$ cat config.mk
export PLATFORM = sky130hd
export DESIGN_NAME = icap_word_serializer_flat
export DESIGN_NICKNAME = d
export VERILOG_FILES = /design/src/rtl/icap_word_serializer_pkg.sv /design/src/rtl/icap_word_serializer_if.sv /design/src/rtl/icap_word_serializer_bitswap.sv /design/src/rtl/icap_word_serializer.sv /design/src/flat_wrapper.sv
export SDC_FILE = /design/constraint.sdc
export NUM_CORES = 1
export LEC_CHECK = 0
export CAP_MARGIN = 25
export CORE_MARGIN = 4
export CORE_UTILIZATION = 45
export CTS_CLUSTER_SIZE = 40
export DETAILED_ROUTE_END_ITERATION = 6
export GPL_ROUTABILITY_DRIVEN = 0
export GPL_TIMING_DRIVEN = 0
export PLACE_DENSITY = 0.85
export SYNTH_ARGS = -nofsm -noshare
export SYNTH_HDL_FRONTEND = slang
export SYNTH_SLANG_ARGS = --single-unit
$ cat constraint.sdc
create_clock -name clock -period 2 [get_ports clock]
set_input_delay 0.5 -clock clock [delete_from_list [all_inputs] [get_ports clock]]
set_output_delay 0.5 -clock clock [all_outputs]
set_load 0.005 [all_outputs]
$ cat src/rtl/icap_word_serializer_pkg.sv
// rtl/icap_word_serializer_pkg.sv - shared state encoding and ICAP constants for the word serializer
package icap_pkg;

   localparam int ICAP_WORD_W = 32;

   localparam logic CSIB_ENABLE  = 1'b0;
   localparam logic CSIB_DISABLE = 1'b1;

   typedef enum logic [1:0] {
      IDLE = 2'd0,
      READ = 2'd1,
      LOAD = 2'd2,
      SEND = 2'd3
   } state_t;

endpackage

$ cat src/rtl/icap_word_serializer_if.sv
// rtl/icap_word_serializer_if.sv - FIFO-side and ICAP-side signal bundle of the word serializer
interface icap_word_serializer_if
   import icap_pkg::*;
#(
   parameter int DATA_SIZE = 256
);

   logic                   enable;
   logic                   abort;
   logic                   fifo_empty;
   logic                   fifo_rd_en;
   logic [DATA_SIZE-1:0]   fifo_data;
   logic [ICAP_WORD_W-1:0] icap_data;
   logic                   icap_csib;
   logic                   icap_rdwrb;
   logic                   busy;
   logic [31:0]            words_sent;

   // master is the serializer itself, slave is the surrounding FIFO/ICAP environment
   modport master (
      input  enable, abort, fifo_empty, fifo_data,
      output fifo_rd_en, icap_data, icap_csib, icap_rdwrb, busy, words_sent
   );

   modport slave (
      output enable, abort, fifo_empty, fifo_data,
      input  fifo_rd_en, icap_data, icap_csib, icap_rdwrb, busy, words_sent
   );

endinterface

$ cat src/rtl/icap_word_serializer_bitswap.sv
// rtl/icap_word_serializer_bitswap.sv - byte-wise bit reversal of one 32-bit ICAP word
module icap_bitswap
   import icap_pkg::*;
(
   input  logic [ICAP_WORD_W-1:0] word,
   output logic [ICAP_WORD_W-1:0] swapped
);

   for (genvar b = 0; b < ICAP_WORD_W / 8; b++) begin : g_byte
      for (genvar k = 0; k < 8; k++) begin : g_bit
         assign swapped[8*b + k] = word[8*b + 7 - k];
      end
   end

endmodule

$ cat src/rtl/icap_word_serializer.sv
// rtl/icap_word_serializer.sv - splits wide FIFO words into 32-bit ICAP writes; ICAP_BITSWAP_EN reverses bits per byte
module icap_word_serializer
   import icap_pkg::*;
#(
   parameter int DATA_SIZE = 256
) (
   input  logic                  clock,
   input  logic                  reset,
   icap_word_serializer_if.master bus
);

   localparam int WORD_COUNT = DATA_SIZE / ICAP_WORD_W;
   localparam int IDX_W      = (WORD_COUNT > 1) ? $clog2(WORD_COUNT) : 1;
   localparam logic [IDX_W-1:0] LAST_IDX = IDX_W'(WORD_COUNT - 1);

   state_t                 state;
   state_t                 state_next;
   logic [IDX_W-1:0]       idx;
   logic [IDX_W-1:0]       idx_next;
   logic                   rd_en;
   logic                   last_word;
   logic [DATA_SIZE-1:0]   holding;
   logic [DATA_SIZE-1:0]   source;
   logic [ICAP_WORD_W-1:0] word_sel;
   logic [ICAP_WORD_W-1:0] word_out;
   logic [ICAP_WORD_W-1:0] data_q;
   logic                   csib_q;
   logic [31:0]            words_sent_q;

   assign last_word = (idx == LAST_IDX);

   always_ff @(posedge clock) begin
      if (reset) begin
         state <= IDLE;
      end else begin
         state <= state_next;
      end
   end

   always_comb begin
      state_next = state;
      idx_next   = idx;
      rd_en      = 1'b0;
      case (state)
         IDLE: begin
            if (bus.enable && !bus.fifo_empty) begin
               state_next = READ;
            end
         end
         READ: begin
            rd_en      = 1'b1;
            state_next = LOAD;
         end
         LOAD: begin
            idx_next   = '0;
            state_next = SEND;
         end
         SEND: begin
            if (!last_word) begin
               idx_next = idx + IDX_W'(1);
            end else if (bus.enable && !bus.fifo_empty) begin
               // back-to-back refill: the read overlaps the last word, costing one csib bubble
               rd_en      = 1'b1;
               state_next = LOAD;
            end else begin
               state_next = IDLE;
            end
         end
         default: state_next = IDLE;
      endcase
      if (bus.abort) begin
         state_next = IDLE;
         idx_next   = '0;
         rd_en      = 1'b0;
      end
   end

   // Output registers are loaded from the upcoming word so csib is low exactly while state is SEND;
   // when entering from LOAD the word comes straight from the FIFO because holding is loading on the same edge.
   assign source   = (state == LOAD) ? bus.fifo_data : holding;
   assign word_sel = ICAP_WORD_W'(source >> {idx_next, 5'd0});

`ifdef ICAP_BITSWAP_EN
   icap_bitswap u_bitswap (
      .word    (word_sel),
      .swapped (word_out)
   );
`else
   assign word_out = word_sel;
`endif

   always_ff @(posedge clock) begin
      if (reset) begin
         holding      <= '0;
         idx          <= '0;
         data_q       <= '0;
         csib_q       <= CSIB_DISABLE;
         words_sent_q <= '0;
      end else begin
         idx <= idx_next;
         if (bus.abort) begin
            holding <= '0;
         end else if (state == LOAD) begin
            holding <= bus.fifo_data;
         end
         if (state_next == SEND) begin
            csib_q <= CSIB_ENABLE;
            data_q <= word_out;
         end else begin
            csib_q <= CSIB_DISABLE;
         end
         if (csib_q == CSIB_ENABLE) begin
            words_sent_q <= words_sent_q + 32'd1;
         end
      end
   end

   assign bus.fifo_rd_en = rd_en && !reset;
   assign bus.icap_data  = data_q;
   assign bus.icap_csib  = csib_q;
   assign bus.icap_rdwrb = 1'b0;
   assign bus.busy       = (state != IDLE);
   assign bus.words_sent = words_sent_q;

endmodule

$ cat src/flat_wrapper.sv
// flat-port wrapper written by rule: the top's interface ports become plain ports
module icap_word_serializer_flat import icap_pkg::*;
#(
   parameter int DATA_SIZE = 256
)
  (clock, reset, bus_enable, bus_abort, bus_fifo_empty, bus_fifo_data, bus_fifo_rd_en, bus_icap_data, bus_icap_csib, bus_icap_rdwrb, bus_busy, bus_words_sent);
  icap_word_serializer_if #(.DATA_SIZE(DATA_SIZE)) bus_i ();
  input  logic clock;
  input  logic reset;
  input wire logic [$bits(bus_i.enable)-1:0] bus_enable;
  input wire logic [$bits(bus_i.abort)-1:0] bus_abort;
  input wire logic [$bits(bus_i.fifo_empty)-1:0] bus_fifo_empty;
  input wire logic [$bits(bus_i.fifo_data)-1:0] bus_fifo_data;
  output wire logic [$bits(bus_i.fifo_rd_en)-1:0] bus_fifo_rd_en;
  output wire logic [$bits(bus_i.icap_data)-1:0] bus_icap_data;
  output wire logic [$bits(bus_i.icap_csib)-1:0] bus_icap_csib;
  output wire logic [$bits(bus_i.icap_rdwrb)-1:0] bus_icap_rdwrb;
  output wire logic [$bits(bus_i.busy)-1:0] bus_busy;
  output wire logic [$bits(bus_i.words_sent)-1:0] bus_words_sent;
  assign bus_i.enable = bus_enable;
  assign bus_i.abort = bus_abort;
  assign bus_i.fifo_empty = bus_fifo_empty;
  assign bus_i.fifo_data = bus_fifo_data;
  assign bus_fifo_rd_en = bus_i.fifo_rd_en;
  assign bus_icap_data = bus_i.icap_data;
  assign bus_icap_csib = bus_i.icap_csib;
  assign bus_icap_rdwrb = bus_i.icap_rdwrb;
  assign bus_busy = bus_i.busy;
  assign bus_words_sent = bus_i.words_sent;
  icap_word_serializer #(.DATA_SIZE(DATA_SIZE)) u_core (.clock(clock), .reset(reset), .bus(bus_i));
endmodule
* Word level (Yosys, flattened, before mapping)
Cells that the tools add are included.
** Word-level totals
- Flip-flop bits (word level) :: 326
- Bits of input ports :: 261
- Word-level logic and storage cells :: 35
** Cells by class
- $add $sub $neg :: 2
- Equal/unequal tests :: 5
- Shifts and indexed selects :: 1
- Muxes and demuxes :: 14
- Reduce and logical (&&, ||, !) cells :: 7
** Operator list (count)
- 2-to-1 mux 256 bit :: 1
- right shift 256 x 8 -> 32 bit :: 1
- adder 32 x 1 -> 32 bit (second input constant) :: 1
- 2-to-1 mux 2 bit :: 4
- case mux 2 bit (4 select lines) :: 1
- equality test 2 bit (second input constant) :: 3
- 2-to-1 mux 3 bit :: 2
- case mux 3 bit (2 select lines) :: 1
- 2-to-1 mux 1 bit :: 4
- adder 3 x 1 -> 3 bit (second input constant) :: 1
- equality test 3 bit (second input constant) :: 1
- equality test 2 x 1 -> 1 bit (second input constant) :: 1
- logical AND 1 bit :: 2
- zero test 1 bit :: 2
- zero test 2 bit :: 1
- case mux 1 bit (2 select lines) :: 1
- nonzero test 2 bit :: 1
- OR reduction 2 bit :: 1

* Logic depth before layout (Yosys ltp)
- Depth in word-level cells :: 8
- Mapped depth :: 10

* Least setup slack after synthesis
OpenSTA, ideal clock, no wires.
- Path kind :: register to register
- Start point :: register u_core.idx[0]
- End point :: register u_core.data_q[17], in the netlist u_core.bus.icap_data[17]
- Data arrival time :: 1980 ps
- Setup slack :: -97 ps
- Cell stages (with the launch flop) :: 11
- Period minus slack after synthesis :: 2097 ps
- Path through :: dfxtp_1 ha_1 buf_2 nand3_2 and3_4 nor3_4 buf_8 buf_8 mux2i_1 o22ai_1 o22a_1
** On the way
- Word-level cells in the longest chain between the ends :: 5
** RTL lines
- start, declared :: line icap_word_serializer.sv:18 : logic [IDX_W-1:0] idx;
- start signal, assigned :: line icap_word_serializer.sv:100 : idx <= idx_next;
- adder 3 x 1 -> 3 bit / equality test 3 bit (equally long branches) :: line icap_word_serializer.sv:60, icap_word_serializer.sv:30
- 2-to-1 mux 3 bit / 2-to-1 mux 2 bit (equally long branches) :: line icap_word_serializer.sv:59 : if (!last_word) begin
- case mux 3 bit (2 select lines) / case mux 2 bit (4 select lines) (equally long branches) :: line icap_word_serializer.sv:44 : case (state)
- 2-to-1 mux 3 bit / 2-to-1 mux 2 bit (equally long branches) :: line icap_word_serializer.sv:71 : if (bus.abort) begin
- right shift 256 x 8 -> 32 bit / equality test 2 bit (equally long branches) :: line icap_word_serializer.sv:81, icap_word_serializer.sv:106
- end signal, assigned :: line icap_word_serializer.sv:108 : data_q <= word_out;
- end, declared :: line icap_word_serializer.sv:26 : logic [ICAP_WORD_W-1:0] data_q;
Several ways; a longest one is shown, not always the timed one.
A chain may end at the register's enable or synchronous reset.

* Worst setup path after layout
- Start point :: register u_core.state[0]
- End point :: register u_core.data_q[8], in the netlist u_core.bus.icap_data[8]
** On the way
- Word-level cells in the longest chain between the ends :: 4
** RTL lines
- start, declared :: line icap_word_serializer.sv:16 : state_t state;
- start signal, assigned :: line icap_word_serializer.sv:36 : state <= state_next;
- equality test 2 bit (tied with other cells) :: line icap_word_serializer.sv:44
- case mux 3 bit (2 select lines) / case mux 2 bit (4 select lines) (equally long branches) :: line icap_word_serializer.sv:44
- 2-to-1 mux 3 bit / 2-to-1 mux 2 bit (equally long branches) :: line icap_word_serializer.sv:71
- right shift 256 x 8 -> 32 bit / equality test 2 bit (equally long branches) :: line icap_word_serializer.sv:81, icap_word_serializer.sv:106
Several ways; a longest one is shown, not always the timed one.

==> metrics.csv <==
metric,value,unit
DPL Wire Length,38210,um
highest-count cells in the layout ignoring fill and taps,"nand2_1, clkdlybuf4s50_1, dfxtp_1, a21oi_1, mux2i_1",
die height,184.5,um
"Clk pin slew, worst setup/hold paths",60,ps
number of DRC violations after detailed routing,1,
global route total overflow,0,
synth unique cells,49,
largest area contributor in the netlist,dfxtp_1,
Inst Count DP,2465,
Static Leak,6.483,nW
Die Area,34030,um2
PnR worst setup slack,-312.9,ps
Max VDD drop,0.0005352,V
M3 GR Usage,0.06454,
type of origin of the critical path,flip-flop,
gr usage total,0.2990,
fin cells,2560,
Area contributors post-synth,"dfxtp_1, nand2_1, a21oi_1",
drt via density,5.856,
row count,64,
Net Sw Power,3.168,mW
Initial DRT Pass Iterations,7,
Worst Setup Path Type,flip-flop to flip-flop,
H-tree levels,2,
CTS tree,done,
fin area,20630,um2
Synth Register Bits,326,
fin util,0.6725,
Hold/Removal Path Class,flip-flop to flip-flop,
vias in the first global route,14420,
pwr/cell area,702.4,nW/um2
Max Slew Vio Count,0,
Fill cells,2254,
Yosys top cell area share,0.4657,
final setup vio count,34,
Worst EP required,2440,ps
"Hold-fix buffers, CTS",0,
IO Port Bufs,326,
combined area of the multi-input logic cells,7582,um2
Final #Nets,2398,
first-pass GRT wire length,79700,um
clock share of power,0.485,
Mapped Area,14010,um2
Comb pwr share,0.064,
Max-slew headroom,0.5765,
pre-CTS WS,-1521,ps
CP Max Fanout,9,
status,"complete, but fails checks",
Root Driver,clkbuf_16,
CORE AREA,30670,um2
Routed WL,55670,um
FF+latch area,6546,um2
Worst Setup End Kind,flip-flop,
synth-to-layout area growth,47.17,%
Max Cap Violations,0,
Tmin final,2313,ps
RSZ-0062 raised after global routing,true,
Ys Warns,0,
Synth Instances,1743,
fin crit share,1.156,
io pins,329,
sequential power share,0.451,
"Seq/Total Area, Yosys",0.4657,
dpl cell area,17780,um2
later-pin clock latency in the skew report,550,ps
Avg WL per Cell,21.75,um
internal power,11.32,mW
met1 Usage GRT,0.3753,
crit path DAT,2750,ps
violated checks,"DRC, setup timing",
CTS Sinks,326,
Sw Ratio,0.2187,
Initial DRC Count,1768,
Post-Syn Nets,2006,
"Hold Vio Cnt, Final",0,
layout cells sized above 1,0.1526,
clock buffer depth,3,
routed vias,14990,
antenna-violating nets left,0,
number of CTS-inserted buffers,36,
Initial Util,0.4570,
largest net degree at the start of global routing,14,
Post-Syn Area per Cell,8.041,um2
Tightest Pin Transition,635.2,ps
Die W,184.5,um
fmax,432.4,MHz
"commonest non-fill, non-tap cell in the layout",nand2_1,
antenna violations before repair,2,
Fin Clk Skew,33.09,ps
GRT Max-Usage Layer,met2,
grt met2 use,0.4853,
==> metal layers <==
metal  share of wire  wire, um
met4           0.063      3490
met3            0.11      5892
met2            0.46     25650
met1            0.37     20640
met5               0         0
==> power groups by stage <==
stage	registers (mW)	clock network, mW	logic, mW
global route	6.53	7.26	0.962
floorplan	6.67	0	0.192
CTS	6.53	6.99	0.889
detailed placement	6.67	0	0.859
global placement	6.67	0	0.857
finish	6.53	7.03	0.926
==> cells by family (layout without fill, tap and decap cells) <==
logic type / count (synthesis) / after routing / share of synthesized area
simple gates: 689 / 689 / 0.1978
compound gates: 427 / 427 / 0.1733
flops: 326 / 326 / 0.4657
buf+inv: 140 / 559 / 0.05089
mux: 129 / 129 / 0.09213
xor+xnor: 29 / 29 / 0.01812
fa+ha+maj: 2 / 2 / 0.001785
other cells: 1 / 3 / 0.0002676
==> synth_stat cells, drive strengths merged <==
| library cell | n |
|---|---|
| o31ai | 1 |
| o221ai | 1 |
| and3 | 7 |
| buf | 43 |
| and2b | 1 |
| xor2 | 24 |
| o21ai | 34 |
| nor4 | 2 |
| clkbuf | 95 |
| xnor2 | 5 |
| o22a | 31 |
| nor2b | 3 |
| ha | 2 |
| o21a | 31 |
| nor2 | 37 |
| or3 | 2 |
| nor3b | 1 |
| and4b | 1 |
| a41oi | 2 |
| or2 | 3 |
| and2 | 4 |
| and4 | 4 |
| inv | 2 |
| a21oi | 262 |
| nor3 | 4 |
| nand3b | 2 |
| mux2i | 129 |
| nand4 | 3 |
| o22ai | 63 |
| a221oi | 1 |
| nand2b | 2 |
| dfxtp | 326 |
| conb | 1 |
| nand3 | 23 |
| or4 | 1 |
| nand2 | 589 |
| a31oi | 1 |
==> worst max-delay path, cell delays in order (launching register included) <==
cell,delay (ps)
dfxtp_1,520
and2_4,250
o21ai_2,80
nor3_4,210
buf_6,190
buf_16,160
buf_12,150
mux2i_2,260
o22ai_2,140
o22a_1,230
==> worst paths after layout <==
path / from / end / slack, ps / cells after the start
min: u_core.holding[29] / u_core.holding[29] / 450 / 2
min reg2reg: u_core.holding[29] / u_core.holding[29] / 450 / 2
max: u_core.state[0] / u_core.bus.icap_data[8] / -310 / 9
max reg2reg: u_core.state[0] / u_core.bus.icap_data[8] / -310 / 9
==> layout make-up <==
| class | count | share of cell area |
|---|---|---|
| Multi-Input combinational cell | 1277 | 0.3676 |
| Sequential cell | 326 | 0.3174 |
| Timing Repair Buffer | 356 | 0.1826 |
| Clock buffer | 54 | 0.05241 |
| Buffer | 136 | 0.04695 |
| Tap cell | 396 | 0.02402 |
| Clock inverter | 11 | 0.008432 |
| Inverter | 2 | 0.0003640 |
| Antenna cell | 2 | 0.0002426 |
==> sequential cells by signal, summed over array words and instances (netlist names) <==
signal,count
u_core.bus.icap_csib,1
u_core.state,2
u_core.idx,3
u_core.bus.icap_data,32
u_core.holding,256
u_core.bus.words_sent,32
==> stage by stage <==
stage | TNS (ps) | power [mW] | hold WS [ps]
finish | -8577 | 14.49 | 452.6
global route | -10690 | 14.75 | 476.1
CTS | -7665 | 14.41 | 453.8
detailed placement | -358980 | 7.529 | 445.8
global placement | -357640 | 7.525 | 440.8
floorplan | 0 | 6.858 | 435.7
==> repair_timing <==
item                                    CTS  global route
pin swaps                                21            16
cloned                                    6             7
gates resized for setup                 194           164
endpoints found under the setup margin  304           291
buffers inserted                         11             6
Power figures use the tool's default switching activity.
